==> config.mk <==
export PLATFORM = sky130hd
export DESIGN_NAME = io_bus_ctrl_flat
export DESIGN_NICKNAME = d
export VERILOG_FILES = /design/src/rtl/io_bus_if.sv /design/src/rtl/io_bus_ctrl.sv /design/src/flat_wrapper.sv
export SDC_FILE = /design/constraint.sdc
export NUM_CORES = 1
export LEC_CHECK = 0
export BUFFER_PORTS_ARGS = -buffer_cell sky130_fd_sc_hd__buf_2
export CORE_MARGIN = 1.5
export CORE_UTILIZATION = 50
export DETAILED_ROUTE_END_ITERATION = 8
export GPL_TIMING_DRIVEN = 0
export PLACE_DENSITY_LB_ADDON = 0.1
export SLEW_MARGIN = 15
export SYNTH_ARGS = -nofsm -noshare
export SYNTH_HDL_FRONTEND = slang
export SYNTH_SLANG_ARGS = --single-unit
==> constraint.sdc <==
create_clock -name clk -period 5.26 [get_ports clk]
set_input_delay 0.263 -clock clk [delete_from_list [all_inputs] [get_ports clk]]
set_output_delay 0.263 -clock clk [all_outputs]
set_load 0.03 [all_outputs]
==> src/rtl/io_bus_if.sv <==
// io_bus_if: CPU IO-port bundle (address, write data/strobe, combinational read data).
interface io_bus_if;
  logic [31:0] io_addr;
  logic [31:0] io_dout;
  logic        io_we;
  logic [31:0] io_din;
  modport master (output io_addr, io_dout, io_we, input io_din);
  modport slave (input io_addr, io_dout, io_we, output io_din);
endinterface

==> src/rtl/io_bus_ctrl.sv <==
// io_bus_ctrl: memory-mapped LED/switch/UART-TX controller on the CPU IO port.
// Define IO_CYCLE_CNT_EN to include the 32-bit free-running cycle counter at 0x10.
module io_bus_ctrl #(
  parameter int CLK_DIV    = 868,
  parameter int FIFO_DEPTH = 4,
  parameter int LED_W      = 16,
  parameter int SW_W       = 16
) (
  input  logic             clk,
  input  logic             rst,
  io_bus_if.slave          bus,
  input  logic [SW_W-1:0]  sw,
  output logic [LED_W-1:0] led,
  output logic             uart_tx
);
  localparam int AW = $clog2(FIFO_DEPTH);
  localparam int CW = $clog2(CLK_DIV);
  typedef enum logic [1:0] {IDLE, START, DATA, STOP} state_e;
  state_e            state_q, state_d;
  logic [LED_W-1:0]  led_q, led_d;
  logic [SW_W-1:0]   sw1_q, sw1_d, sw2_q, sw2_d;
  logic [7:0]        mem_q [FIFO_DEPTH];
  logic [7:0]        mem_d [FIFO_DEPTH];
  logic [AW:0]       wr_ptr_q, wr_ptr_d, rd_ptr_q, rd_ptr_d;
  logic              ovf_q, ovf_d, tx_q, tx_d;
  logic [CW-1:0]     cnt_q, cnt_d;
  logic [2:0]        bit_q, bit_d;
  logic [7:0]        sh_q, sh_d;
  logic [31:0]       cyc_rd;
  logic [7:0]        a;
  logic              wr_led, wr_tx, wr_stat, full, empty, push, pop, busy, last, unused;
  assign a       = bus.io_addr[7:0];
  assign wr_led  = bus.io_we && a == 8'h00;
  assign wr_tx   = bus.io_we && a == 8'h08;
  assign wr_stat = bus.io_we && a == 8'h0C;
  assign full    = (wr_ptr_q ^ rd_ptr_q) == {1'b1, {AW{1'b0}}};
  assign empty   = wr_ptr_q == rd_ptr_q;
  assign push    = wr_tx && !full;
  assign pop     = state_q == IDLE && !empty;
  assign busy    = state_q != IDLE;
  assign last    = cnt_q == CW'(CLK_DIV - 1);
  assign led     = led_q;
  assign uart_tx = tx_q;
  assign unused  = &{1'b0, bus.io_addr[31:8], bus.io_dout[31:8]};
  always_comb begin
    led_d    = wr_led ? bus.io_dout[LED_W-1:0] : led_q;
    sw1_d    = sw;
    sw2_d    = sw1_q;
    mem_d    = mem_q;
    if (push) mem_d[wr_ptr_q[AW-1:0]] = bus.io_dout[7:0];
    wr_ptr_d = wr_ptr_q + (AW+1)'(push);
    rd_ptr_d = rd_ptr_q + (AW+1)'(pop);
    // a dropped push and a clear in the same cycle leave overflow set
    ovf_d    = (wr_tx && full) ? 1'b1 : (wr_stat && bus.io_dout[3]) ? 1'b0 : ovf_q;
  end
  always_comb begin
    state_d = state_q == IDLE ? (empty ? IDLE : START) :
              !last           ? state_q :
              state_q == START ? DATA :
              state_q == DATA  ? (bit_q == 3'd7 ? STOP : DATA) : IDLE;
  end
  // uart_tx is registered from the next state so the line tracks state_q exactly
  always_comb begin
    cnt_d = (state_q == IDLE || last) ? '0 : cnt_q + CW'(1);
    bit_d = state_q != DATA ? 3'd0 : bit_q + 3'(last);
    sh_d  = pop ? mem_q[rd_ptr_q[AW-1:0]] : (state_q == DATA && last) ? {1'b0, sh_q[7:1]} : sh_q;
    tx_d  = state_d == START ? 1'b0 : state_d == DATA ? sh_d[0] : 1'b1;
  end
  always_ff @(posedge clk or negedge rst) begin
    if (!rst) begin
      state_q  <= IDLE;
      led_q    <= '0;
      sw1_q    <= '0;
      sw2_q    <= '0;
      mem_q    <= '{default: '0};
      wr_ptr_q <= '0;
      rd_ptr_q <= '0;
      ovf_q    <= 1'b0;
      tx_q     <= 1'b1;
      cnt_q    <= '0;
      bit_q    <= '0;
      sh_q     <= '0;
    end else begin
      state_q  <= state_d;
      led_q    <= led_d;
      sw1_q    <= sw1_d;
      sw2_q    <= sw2_d;
      mem_q    <= mem_d;
      wr_ptr_q <= wr_ptr_d;
      rd_ptr_q <= rd_ptr_d;
      ovf_q    <= ovf_d;
      tx_q     <= tx_d;
      cnt_q    <= cnt_d;
      bit_q    <= bit_d;
      sh_q     <= sh_d;
    end
  end
`ifdef IO_CYCLE_CNT_EN
  logic [31:0] cyc_q, cyc_d;
  assign cyc_d  = (bus.io_we && a == 8'h10) ? '0 : cyc_q + 32'd1;
  assign cyc_rd = cyc_q;
  always_ff @(posedge clk or negedge rst) begin
    if (!rst) cyc_q <= '0;
    else      cyc_q <= cyc_d;
  end
`else
  assign cyc_rd = '0;
`endif
  assign bus.io_din = a == 8'h00 ? 32'(led_q) :
                      a == 8'h04 ? 32'(sw2_q) :
                      a == 8'h0C ? {28'd0, ovf_q, busy, empty, full} :
                      a == 8'h10 ? cyc_rd : 32'd0;
endmodule
==> src/flat_wrapper.sv <==
// flat-port wrapper written by rule: the top's interface ports become plain ports
module io_bus_ctrl_flat 
#(
  parameter int CLK_DIV    = 868,
  parameter int FIFO_DEPTH = 4,
  parameter int LED_W      = 16,
  parameter int SW_W       = 16
)
  (clk, rst, sw, led, uart_tx, bus_io_addr, bus_io_dout, bus_io_we, bus_io_din);
  io_bus_if bus_i ();
  input  logic clk;
  input  logic rst;
  input  logic [SW_W-1:0] sw;
  output logic [LED_W-1:0] led;
  output logic uart_tx;
  input wire logic [$bits(bus_i.io_addr)-1:0] bus_io_addr;
  input wire logic [$bits(bus_i.io_dout)-1:0] bus_io_dout;
  input wire logic [$bits(bus_i.io_we)-1:0] bus_io_we;
  output wire logic [$bits(bus_i.io_din)-1:0] bus_io_din;
  assign bus_i.io_addr = bus_io_addr;
  assign bus_i.io_dout = bus_io_dout;
  assign bus_i.io_we = bus_io_we;
  assign bus_io_din = bus_i.io_din;
  io_bus_ctrl #(.CLK_DIV(CLK_DIV), .FIFO_DEPTH(FIFO_DEPTH), .LED_W(LED_W), .SW_W(SW_W)) u_core (.clk(clk), .rst(rst), .bus(bus_i), .sw(sw), .led(led), .uart_tx(uart_tx));
endmodule
## Word level (Yosys, flattened, before mapping)

Cells that the tools add are included.

- Bits in registers: 111
- Latch bits: 0
- Bits in writable memories: 0
- Bits in read-only memories: 0
- Bits of input ports: 83
- Output and inout port bits: 49
- Word-level logic and storage cells: 78
- Memories: 0

- Add/subtract/negate cells: 4
- $mul: 0
- Div/mod/pow operators: 0
- Order comparisons: 3
- Equal/unequal tests: 12
- Shifts and indexed selects: 0
- Mux-type cells: 23
- Bitwise operators: 3
- Reductions and logical operators: 17

Operators with widths:

| cell | count |
|---|---|
| 2-to-1 mux 8 bit | 5 |
| bitwise mux 32 bit | 1 |
| 2-to-1 mux 16 bit | 2 |
| binary-select mux 8 bit (select 2 bit) | 1 |
| demux 8 bit (select 2 bit) | 1 |
| == test 8 x 4 -> 1 bit (second input constant) | 2 |
| adder 10 x 1 -> 10 bit (second input constant) | 1 |
| == test 10 bit (second input constant) | 1 |
| 2-to-1 mux 10 bit | 1 |
| adder 3 x 1 -> 3 bit | 3 |
| logical AND 1 bit | 9 |
| == test 8 x 3 -> 1 bit (second input constant) | 1 |
| zero test 8 bit | 1 |
| 2-to-1 mux 2 bit | 4 |
| == test 3 bit (second input constant) | 2 |
| greater-or-equal comparator 3 bit (second input constant) | 2 |
| 2-to-1 mux 1 bit | 6 |
| inverter 2 -> 3 bit | 2 |
| nonzero test 2 bit | 3 |
| == test 2 x 1 -> 1 bit (second input constant) | 2 |
| == test 2 bit (second input constant) | 2 |
| 2-to-1 mux 4 bit | 1 |
| == test 3 bit | 1 |
| < comparator 3 x 1 -> 1 bit (second input constant) | 1 |
| 6 further kinds | 7 |

## Depth between registers and ports, before layout

Gate-level depths: netlist of run 1.

- Depth after elaboration: 9
- Mapped depth: 8
- Mapped depth without buffers: 8

## Worst setup path after synthesis of run 1

Ideal clock, no wire load.

- Path type: reg2reg
- Start point: register u_core.cnt_q[2]
- End point: register u_core.sh_q[1]
- Library setup time: 0.125 ns
- Data arrival time: 1.789 ns
- Required time: 5.135 ns
- Slack: 3.346 ns
- Cell stages (with the launch flop): 5
- Buffers on the path: 0
- Clock period less this slack: 1.914 ns
- Path through: dfrtp_1 -> nor4bb_1 -> nand4_1 -> nand2_1 -> mux2_2

- Longest elaborated chain between the ends: 3

RTL lines:

| item | line | source |
|---|---|---|
| start: declaration | io_bus_ctrl.sv:26 | `logic [CW-1:0] cnt_q, cnt_d;` |
| start signal: assignment | io_bus_ctrl.sv:93 | `cnt_q <= cnt_d;` |
| == test 10 bit | io_bus_ctrl.sv:41 | `assign last = cnt_q == CW'(CLK_DIV - 1);` |
| logical AND 1 bit | io_bus_ctrl.sv:66 | `sh_d = pop ? mem_q[rd_ptr_q[AW-1:0]] : (state_q == DATA && last) ? {1'b0, sh_q[7:1]} : sh_q;` |
| nonzero test 2 bit (no line) | - |  |
| end signal: assignment | io_bus_ctrl.sv:82 | `sh_q <= '0;` |
| end signal: assignment | io_bus_ctrl.sv:95 | `sh_q <= sh_d;` |
| end: declaration | io_bus_ctrl.sv:28 | `logic [7:0] sh_q, sh_d;` |

No other way between the ends.
A chain may end at the register's enable or synchronous reset.

## Worst setup path in the final report of run 1

Ends and elaborated chain as after synthesis.

==> results.md, run 1 <==
- CTS Root Buffer Type: sky130_fd_sc_hd__clkbuf_8
- Worst Clk Skew: between 0.009 and 0.01 ns
- Slew @ Worst Pin: 0.911 ns
- Biggest area contributors in the synthesized netlist: sky130_fd_sc_hd__dfrtp_1, sky130_fd_sc_hd__mux2_2, sky130_fd_sc_hd__mux4_2, sky130_fd_sc_hd__buf_4, sky130_fd_sc_hd__ha_1
- Async set-or-reset flop fraction in the synthesized netlist: 1.00
- CTS Sinks: around 110
- Seq/Total Area, Yosys: 0.576
- Worst setup EP type: flop
- Aggregate routed wire length: 8970 microns
- Post-synth top flop: sky130_fd_sc_hd__dfrtp_1
- Critical path fanouts, max: 6
- Height of the die: 101 microns
- Combinational family with the most area after synthesis: multiplexers
- Total DRC errors in the routed layout: 0
- Path category of the worst min-delay check: input pin to flop
- Final #Nets: 550
- Share of the cycle needed by the critical path after routing: 0.453
- Syn_area_per_cell: 14.2 sq um
- Synth Cell Area: 0.00483 sq mm
- Slew margin rel.: 0.384
- Mux cell area share after synthesis: 0.190
- Number of synthesized flops with an enable pin: 0
- Cell row count: 35
- Setup TNS: 0 ns
- Drt via density: around 5
- Die outline width: 101 microns
- Total instance count after detailed placement: 558
- Max Fclk: 420 MHz
- Simple-gate area share of the yosys netlist: 0.0744
- Reported leakage power: 3.01 nW
- CTS tree: yes
- Area Growth Syn to Fin: 20.9%
- Synth Instances: 339
- Largest buffer count on any clock path: 2
- Core area: 0.00928 sq mm
- Fraction of synthesized cell area taken by the top area cell type: 0.570
- Endpoints failing hold: 0
- Startpoint Class: flop
- Number of max-slew violations in the final report: 0
- 1st-pass router iterations: 4
- Maximum number of pins on one net before global-route repair: 88
- Synth Area in Compound Gates: 0.0503
- Total clock buffers created by CTS: 9
- Post-route non-filler standard cell count: 591
- Total routing resource utilization after global routing: 0.195
- Residual antenna-violating net count after detailed routing: 0
- Category of the most critical setup path: flop to flop
- Final worst path period need: 2.38 ns
- Reg2Reg Setup Slack: 2.88 ns
- Total die area: 0.0103 sq mm
- Clock insertion delay at the later pin of the skew report: around 0.38 ns
- Number of inserted diodes: 0
- Count of routing violations after the opening detailed-route iteration: 123
- Reg area: 0.00278 sq mm
- Input/output buffers: 74
- Antenna violations before repair: 0
- Synth area leader: sky130_fd_sc_hd__dfrtp_1
- XOR/XNOR Fraction of Synth Area: 0.0350
- Peak supply drop: 0.160 mV
- Number of warnings printed during yosys synthesis: 0
- Vias in the first global route: a little over 3,000
- Fill cell count: 739
- Total congestion overflow after global routing: 0
- Weighted congestion at the end of routability-driven global placement: just under 0.8
- First-pass GRT wire length: 15,300 microns
- Count of endpoints failing setup in the final report: 0
- Ratio of cells with drive above 1 in the final layout: 0.422
- I/O pin count: about 130
- Required @ worst endpoint: about 5.5 ns
- Number of max-cap violations: 0
- Multi-input combinational cell area: 0.00187 sq mm
- CTS H-tree lvls: 3
- Unrepaired setup endpoints after global routing: false
- Post-detail-place hpwl: 6210 microns
- Adder and majority cell fraction of the synthesized area: 0.0259
- Status: finished, final reports clean
- Number of library cell types mapped by synthesis: 46
- Total design power: 1.93 mW
- Initial core utilization: 0.520
- Avg WL per Cell: 15.2 microns
- Register bit count reported by yosys: between 100 and 150
- Detailed-route via count: ~3,000
- Arrival time at the worst endpoint: about 2.7 ns
- Worst-path clk slew: 0.12 ns
- Power density over the cells: 331 mW/mm^2
-- per-layer routing --
metal / track usage / vias up / routed length, microns / part of all wire
li1: - / 1418 / - / -
met1: 0.271 / 1472 / 4160 / 0.46
met2: 0.305 / 82 / 4290 / 0.48
met3: 0.0483 / 8 / 424 / 0.047
met4: 0.0609 / 0 / 100 / 0.011
met5: 0 / - / 0 / 0
-- worst max-delay path, stage by stage, from the launching register on --
cell                       delay, ns
sky130_fd_sc_hd__dfrtp_1        0.44
sky130_fd_sc_hd__nor4bb_1       0.80
sky130_fd_sc_hd__nand4_1        0.34
sky130_fd_sc_hd__nand2_1        0.32
sky130_fd_sc_hd__mux2_2         0.37
-- cells in the final DEF (no fill, tap or decap), drive strengths merged, types with 4 or more instances in the layout --
master and count:
a22o 12, and2 4, and3 5, buf 99, clkbuf 15, conb 16, dfrtp 110, dlygate4sd3 17
ha 10, inv 14, mux2 62, mux4 8, nand2 8, nand3 7, nand4 4, nor2 16
o21ai 4, xor2 12
-- sequential cells by signal, indices dropped and copies added, names as in the netlist --
signal / cells
u_core.mem_q: 32
u_core.led: 16
u_core.sw1_q: 16
u_core.sw2_q: 16
u_core.cnt_q: 10
u_core.sh_q: 8
u_core.bit_q: 3
u_core.rd_ptr_q: 3
u_core.wr_ptr_q: 3
u_core.state_q: 2
u_core.ovf_q: 1
u_core.uart_tx: 1
-- through the flow --
step | instance area (sq um) | util | worst slack [ns] | hold WS [ns]
3_3_place_gp | 5420 | 0.583 | 2.69 | 0.331
3_5_place_dp | 5450 | 0.587 | 2.95 | 0.141
5_1_grt | 5840 | 0.629 | 2.67 | 0.0762
4_1_cts | 5840 | 0.629 | 2.93 | 0.0803
6_report | 5840 | 0.629 | 2.88 | 0.107
2_1_floorplan | 4880 | - | 3.35 | -0.0326
-- synthesized netlist by cell type (2+ instances only) --
library cell and number:
sky130_fd_sc_hd__nor4_1 3, sky130_fd_sc_hd__and3_1 5, sky130_fd_sc_hd__nand3_1 7, sky130_fd_sc_hd__and4_1 3, sky130_fd_sc_hd__a22o_1 12, sky130_fd_sc_hd__mux4_2 8, sky130_fd_sc_hd__nand2_1 8, sky130_fd_sc_hd__xor2_4 2
sky130_fd_sc_hd__mux2_4 8, sky130_fd_sc_hd__ha_1 10, sky130_fd_sc_hd__a31o_2 2, sky130_fd_sc_hd__nand4_1 4, sky130_fd_sc_hd__a21oi_1 3, sky130_fd_sc_hd__inv_1 7, sky130_fd_sc_hd__dfrtp_1 110, sky130_fd_sc_hd__or3_1 3
sky130_fd_sc_hd__a22oi_1 2, sky130_fd_sc_hd__xor2_1 10, sky130_fd_sc_hd__o21ai_0 4, sky130_fd_sc_hd__buf_4 18, sky130_fd_sc_hd__nor2_1 16, sky130_fd_sc_hd__and2_1 3, sky130_fd_sc_hd__buf_2 4, sky130_fd_sc_hd__mux2_2 54
sky130_fd_sc_hd__clkbuf_1 6, sky130_fd_sc_hd__nor2b_1 2, sky130_fd_sc_hd__buf_6 2, sky130_fd_sc_hd__nor3_2 2, sky130_fd_sc_hd__xnor2_1 3, sky130_fd_sc_hd__or4b_1 2
-- power breakdown --
part	total [mW]	switching [mW]	internal (mW)
Combinational	0.432	0.251	0.181
Clock	0.539	0.337	0.202
Sequential	0.964	0.0424	0.921
-- cell families after synthesis --
group | after synthesis
buf+inv | 38
fa+ha+maj | 10
mux | 71
other cells | 1
xor+xnor | 15
simple gates | 63
compound gates | 30
flops | 111
-- what timing repair did --
action | CTS | global route
buffers inserted | 0 | 0
endpoints found under the hold margin | 40 | 0
resized for setup | 0 | 0
hold buffers | 17 | 0
-- final timing paths --
path,startpoint,endpoint,depth (start not counted)
worst max-delay path,u_core.cnt_q[2],u_core.sh_q[1],4
worst min-delay path,bus_io_dout[10],u_core.led[10],2
worst max register to register,u_core.cnt_q[2],u_core.sh_q[1],4
worst min register to register,u_core.sw1_q[2],u_core.sw2_q[2],0
max in group asynchronous,rst,u_core.mem_q[19],3
min in group asynchronous,rst,u_core.sw2_q[0],2
-- layout make-up --
| type | count | area share |
|---|---|---|
| inverters | 8 | 0.00514 |
| multi-input cells | 205 | 0.321 |
| clock buffers | 9 | 0.0212 |
| well taps | 129 | 0.0277 |
| repair buffers | 92 | 0.0984 |
| clock inverters | 7 | 0.0161 |
| plain buffers | 30 | 0.0343 |
| flip-flops and latches | 111 | 0.476 |
No activity file was read; power rests on OpenSTA's default activity.
==> inputs of run 2 (changes only) <==
clock period = 2.5 ns   (was 5.26 ns; I/O delays follow)
==> run 2 against run 1 <==
Against the previous run:
- combinational power grew 110%
- cell count rose by 1.4%
- via count grew 0.91%
- worst setup slack got worse by 2.6 ns
- critical path depth fell by 1
- clock-buffer cell count is the same
- cell area is 1.6% higher
- flip-flop and latch count stayed put
- clock power grew 110%
- sequential share of layout area decreased by 0.73 points
- die area is the same
- hold slack lost 0.074 ns
- highest routed layer unchanged
==> results.md, run 2 (synthesis results as in run 1) <==
- Final worst path period need: 2.21 ns (-0.173 ns)
- Multi-input combinational cell area: 0.00189 sq mm (+0.60%)
- Total design power: 4.08 mW (+110%)
- 1st-pass router iterations: 4 (unchanged)
- Area Growth Syn to Fin: 22.8%
- Count of endpoints failing setup in the final report: 0 (unchanged)
- Slew margin rel.: 0.466 (+0.0821)
- Final cell area excluding filler cells: 0.00593 sq mm (+1.6%)
- Power density over the cells: 688 mW/mm^2 (+110%)
- I/O pin count: 132 (unchanged)
- Cell row count: 35 (unchanged)
- R2R cell count: 3 (-1)
- Core area: 0.00928 sq mm (unchanged)
- Path category of the worst min-delay check: input pin to flop
- Total routing resource utilization after global routing: 0.196 (+0.00119)
- Drt via density: 5.02 (-0.44%)
- Hold path depth: 2 (unchanged)
- Reported leakage power: 3.05 nW (+1.3%)
- Category of the most critical setup path: flop to flop
- Final #Nets: 558 (+1.5%)
- Total clock buffers created by CTS: 9 (unchanged)
- Internal portion of total power: 2.75 mW (+110%)
- Number of inserted diodes: 0 (unchanged)
- Unrepaired setup endpoints after global routing: false
- Antenna violations before repair: 0 (unchanged)
- Max Fclk: 452 MHz (+7.8%)
- Vias in the first global route: 3,039 (+0.33%)
- Required @ worst endpoint: 2.76 ns (-2.77 ns)
- Net Switching: 1.32 mW (+110%)
- Number of max-slew violations in the final report: 0 (unchanged)
- CTS Sinks: 111 (unchanged)
- Largest buffer count on any clock path: 2 (unchanged)
- Aggregate routed wire length: 9040 microns (+0.74%)
- Leading cell type in the layout, fill and taps excluded: sky130_fd_sc_hd__dfrtp_1
- Avg WL per Cell: 15.1 microns (-0.61%)
- CTS Root Buffer Type: sky130_fd_sc_hd__clkbuf_8
- Total die area: 0.0103 sq mm (unchanged)
- Worst setup EP type: flop
- Combinational fraction of design power: 0.226 (+0.003)
- Relative contribution of sequential cells to total power: 0.497 (about the same)
- Status: finished, final reports clean
- Total DRC errors in the routed layout: 0 (unchanged)
- Critical path fanouts, max: 8 (+2)
- Weighted congestion at the end of routability-driven global placement: 0.785 (unchanged)
- Total congestion overflow after global routing: 0 (unchanged)
- Endpoints failing hold: 0 (unchanged)
- Top library cells by usage in the layout, fill and taps aside: sky130_fd_sc_hd__dfrtp_1, sky130_fd_sc_hd__buf_2, sky130_fd_sc_hd__mux2_2, sky130_fd_sc_hd__dlygate4sd3_1, sky130_fd_sc_hd__buf_4
- Largest register FFs: 32 (unchanged)
- Slew @ Worst Pin: 0.796 ns (-0.115 ns)
- Fill cell count: 725 (-1.9%)
- Maximum number of pins on one net before global-route repair: 88 (unchanged)
- Worst-path clk slew: 0.12 ns (about the same)
- CTS H-tree lvls: 3 (unchanged)
- Clock network power share: 0.277 (-0.002)
- Detailed-route via count: 3,007 (+0.91%)
- Peak supply drop: 0.336 mV (+110%)
- Post-detail-place hpwl: 6210 microns (unchanged)
- Count of routing violations after the opening detailed-route iteration: 109 (-11%)
- Reg area: 0.00278 sq mm (unchanged)
- Initial core utilization: 0.520 (unchanged)
- Setup TNS: 0 ns (unchanged)
- CTS tree: yes
- Ratio of cells with drive above 1 in the final layout: 0.419 (-0.00293)
- Share of the cycle needed by the critical path after routing: 0.884 (+0.431)
- Net Sw Frac: 0.325 (-0.00118)
- Clock insertion delay at the later pin of the skew report: 0.37 ns (about the same)
- Height of the die: 101 microns (unchanged)
- First-pass GRT wire length: 15,500 microns (+0.90%)
- Die outline width: 101 microns (unchanged)
- Startpoint Class: flop
- Residual antenna-violating net count after detailed routing: 0 (unchanged)
- Cell Area, Placed: 0.00545 sq mm (unchanged)
- Arrival time at the worst endpoint: 2.47 ns (-0.18 ns)
- Largest reg by FF count: u_core.mem_q
- Input/output buffers: 74 (unchanged)
- Number of max-cap violations: 0 (unchanged)
- Worst Clk Skew: 0.0105 ns (+0.00108 ns)
==> run 2: final timing paths <==
path	startpoint	slack, ns	end
setup / recovery	u_core.wr_ptr_q[0]	0.29	u_core.mem_q[29]
hold / removal	bus_io_dout[5]	0.03	u_core.mem_q[13]
setup reg to reg	u_core.wr_ptr_q[0]	0.29	u_core.mem_q[29]
hold reg to reg	u_core.sw1_q[2]	0.36	u_core.sw2_q[2]
max in group asynchronous	rst	1.65	u_core.mem_q[19]
min in group asynchronous	rst	0.17	u_core.sw2_q[0]
==> run 2: area by class of cell <==
class | count | area share
Clock inverter | 7 | 0.0158
Clock buffer | 9 | 0.0209
Timing Repair Buffer | 100 | 0.110
Sequential cell | 111 | 0.469
Tap cell | 129 | 0.0272
Inverter | 8 | 0.00507
Multi-Input combinational cell | 205 | 0.318
Buffer | 30 | 0.0338
==> run 2: what timing repair did <==
item                       in CTS  in global routing
hold endpoints to repair      134                  0
setup endpoints to repair       0                  6
buffers inserted                0                  0
hold buffers                   25                  0
gates resized for setup         0                  2
==> run 2: critical path, stage by stage (launching register included) <==
cell and delay (ns):
sky130_fd_sc_hd__dfrtp_1 0.50, sky130_fd_sc_hd__or4_1 0.57, sky130_fd_sc_hd__nor3_2 0.62, sky130_fd_sc_hd__mux2_2 0.41
==> run 2: through the flow <==
| stage | worst slack [ns] | hold slack (ns) | instances | util |
|---|---|---|---|---|
| 3_5_place_dp | 0.194 | 0.00325 | 558 | 0.587 |
| 5_1_grt | 0.166 | 0.0180 | 599 | 0.639 |
| 3_3_place_gp | 0.0635 | 0.233 | 557 | 0.583 |
| 4_1_cts | 0.166 | 0.0139 | 599 | 0.637 |
| 2_1_floorplan | 0.586 | -0.171 | 354 | - |
| 6_report | 0.290 | 0.0338 | 599 | 0.639 |
==> run 2: routing by layer <==
| layer | wire [microns] | share of wire | up-vias | track usage |
|---|---|---|---|---|
| met5 | 0 | 0 | - | 0 |
| met4 | 86 | 0.0095 | 0 | 0.0609 |
| met3 | 423 | 0.047 | 7 | 0.0483 |
| met2 | 4340 | 0.48 | 85 | 0.305 |
| met1 | 4180 | 0.46 | 1485 | 0.274 |
| li1 | - | - | 1430 | - |
==> run 2: power groups by stage <==
stage               Clock [mW]  Combinational [mW]  Sequential (mW)
finish                    1.13               0.921             2.03
global route              1.25                1.03             2.05
CTS                       1.18               0.936             2.03
detailed placement           0               0.902             2.06
global placement             0               0.874             2.06
floorplan                    0               0.620             2.09
==> inputs of run 3 (changes only) <==
GPL_TIMING_DRIVEN = default   (was 0)
SKIP_CTS_REPAIR_TIMING = 1   (was default)
==> run 3 against run 2 <==
Against the previous run:
- hold slack worse by 0.0023 ns
- sequential share of layout area is 1.1 points higher
- combinational power is 3.7% lower
- die area stayed put
- total power is 1.5% higher
- worst setup slack worse by 0.0031 ns
- global-route usage is 0.25 points lower
- largest cell class unchanged
- largest power group unchanged
==> results.md, run 3 (synthesis results as in run 1) <==
- Total clock buffers created by CTS: 9 (unchanged)
- Height of the die: 101 microns (unchanged)
- Avg WL per Cell: 15.8 microns (+4.9%)
- Residual antenna-violating net count after detailed routing: 0 (unchanged)
- Slew @ Worst Pin: 0.809 ns (+0.0123 ns)
- Count of endpoints failing setup in the final report: 0 (unchanged)
- Final #Nets: 538 (-3.6%)
- Number of max-cap violations: 0 (unchanged)
- Largest register FFs: 32 (unchanged)
- 1st-pass router iterations: 4 (unchanged)
- CTS tree: yes
- Cell row count: 35 (unchanged)
- I/O pin count: 132 (unchanged)
- Required @ worst endpoint: 2.76 ns (about the same)
- Power density over the cells: 714 mW/mm^2 (+3.8%)
- Combinational fraction of design power: 0.214 (-0.012)
- Largest buffer count on any clock path: 2 (unchanged)
- Net Sw Frac: 0.317 (-0.00720)
- First-pass GRT wire length: 15,000 microns (-3.2%)
- Number of inserted diodes: 0 (unchanged)
- Endpoints failing hold: 0 (unchanged)
- Vias in the first global route: 2,939 (-3.3%)
- Net Switching: 1.31 mW (-0.78%)
- Reported leakage power: 2.97 nW (-2.7%)
- Path category of the worst min-delay check: input pin to flop
- Clock insertion delay at the later pin of the skew report: 0.38 ns (about the same)
- Maximum number of pins on one net before global-route repair: 49 (-44%)
- Arrival time at the worst endpoint: 2.47 ns (about the same)
- CTS Sinks: 111 (unchanged)
- CTS Root Buffer Type: sky130_fd_sc_hd__clkbuf_8
- Number of max-slew violations in the final report: 0 (unchanged)
- Max stage delay cell, worst path: sky130_fd_sc_hd__nor3_2
- Total DRC errors in the routed layout: 0 (unchanged)
- Setup TNS: 0 ns (unchanged)
- Top library cells by usage in the layout, fill and taps aside: sky130_fd_sc_hd__dfrtp_1, sky130_fd_sc_hd__buf_2, sky130_fd_sc_hd__mux2_2, sky130_fd_sc_hd__dlygate4sd3_1
- Post-route non-filler standard cell count: 579 (-3.3%)
- Initial core utilization: 0.520 (unchanged)
- Weighted congestion at the end of routability-driven global placement: 0.734 (-6.6%)
- Total congestion overflow after global routing: 0 (unchanged)
- Fill cell count: 742 (+2.3%)
- Category of the most critical setup path: flop to flop
- Largest reg by FF count: u_core.mem_q
- Relative contribution of sequential cells to total power: 0.494 (-0.003)
- Worst-path clk slew: 0.12 ns (about the same)
- Worst Clk Skew: 0.0137 ns (+0.00321 ns)
- Total routing resource utilization after global routing: 0.193 (-0.00249)
- Clock network power share: 0.292 (+0.015)
- Startpoint Class: flop
- Detailed-route via count: 2,990 (-0.57%)
- Peak supply drop: 0.348 mV (+3.5%)
- Input/output buffers: 75 (+1.4%)
- Drt via density: 5.16 (+2.9%)
- CP peak stage delay: 0.63 ns (about the same)
- Count of routing violations after the opening detailed-route iteration: 57 (-48%)
- Core area: 0.00928 sq mm (unchanged)
- Area Growth Syn to Fin: 20.0%
- Slew margin rel.: 0.458 (-0.00824)
- Internal portion of total power: 2.83 mW (+2.5%)
- Leading cell type in the layout, fill and taps excluded: sky130_fd_sc_hd__dfrtp_1
- Antenna violations before repair: 0 (unchanged)
- CTS H-tree lvls: 3 (unchanged)
- Share of the cycle needed by the critical path after routing: 0.885 (+0.00125)
- Total die area: 0.0103 sq mm (unchanged)
- CP cell instances: or4_1 -> nor3_2 -> mux2_2
- Total instance count after detailed placement: 538 (-3.6%)
- Max Fclk: 452 MHz (-0.14%)
- Ratio of cells with drive above 1 in the final layout: 0.402 (-0.0169)
- Final worst path period need: 2.21 ns (+0.00314 ns)
- Die outline width: 101 microns (unchanged)
- Unrepaired setup endpoints after global routing: false
- Status: finished, final reports clean
- Aggregate routed wire length: 9160 microns (+1.4%)
- Worst setup EP type: flop
- Post-detail-place hpwl: 6180 microns (-0.49%)
- Critical path fanouts, max: 8 (unchanged)
==> run 3: area by class of cell <==
type / count / area [sq um] / share of cell area
sequential: 111 / 2780 / 0.480
multi-input combinational: 205 / 1870 / 0.323
timing repair buffer: 110 / 716 / 0.124
tap: 129 / 161 / 0.0279
clock buffer: 9 / 124 / 0.0214
clock inverter: 7 / 110 / 0.0190
inverter: 8 / 30.0 / 0.00518
==> run 3: final timing paths <==
check	start	to	slack, ns	cells past startpoint
worst max-delay path	u_core.wr_ptr_q[0]	u_core.mem_q[30]	0.29	3
worst min-delay path	bus_io_dout[7]	u_core.led[7]	0.03	2
worst max register to register	u_core.wr_ptr_q[0]	u_core.mem_q[30]	0.29	3
worst min register to register	u_core.sw1_q[1]	u_core.sw2_q[1]	0.36	0
max in group asynchronous	rst	u_core.mem_q[26]	1.52	3
min in group asynchronous	rst	u_core.cnt_q[6]	0.28	2
==> run 3: through the flow <==
step	power (mW)	area [sq um]	hold WS (ns)	setup slack, ns	util
after floorplan	2.70	4880	-0.171	0.586	-
after global placement	2.93	5310	0.157	0.273	0.572
after detailed placement	2.95	5310	0.166	0.289	0.572
after CTS	4.17	5540	-0.264	0.244	0.597
after global routing	4.37	5790	0.0119	0.186	0.624
final	4.14	5790	0.0315	0.287	0.624
==> run 3: metal layers <==
layer	GRT usage	vias up	routed length, microns
met3	0.0587	11	480
met1	0.263	1504	4210
met2	0.301	85	4340
met5	0	-	0
li1	-	1390	-
met4	0.0620	0	129
==> run 3: power by group through the flow <==
stage | combinational (mW) | clock, mW | sequential (mW)
after floorplan | 0.620 | 0 | 2.09
after global placement | 0.851 | 0 | 2.08
after detailed placement | 0.872 | 0 | 2.08
after CTS | 0.873 | 1.25 | 2.05
after global routing | 0.980 | 1.32 | 2.07
final | 0.887 | 1.21 | 2.05
==> run 3: worst max-delay path, delay by kind of cell (launching register included) <==
family	cells	cell delay, ns
multiplexers	1	0.41
AND/OR/NAND/NOR	2	1.19
flip-flops	1	0.49
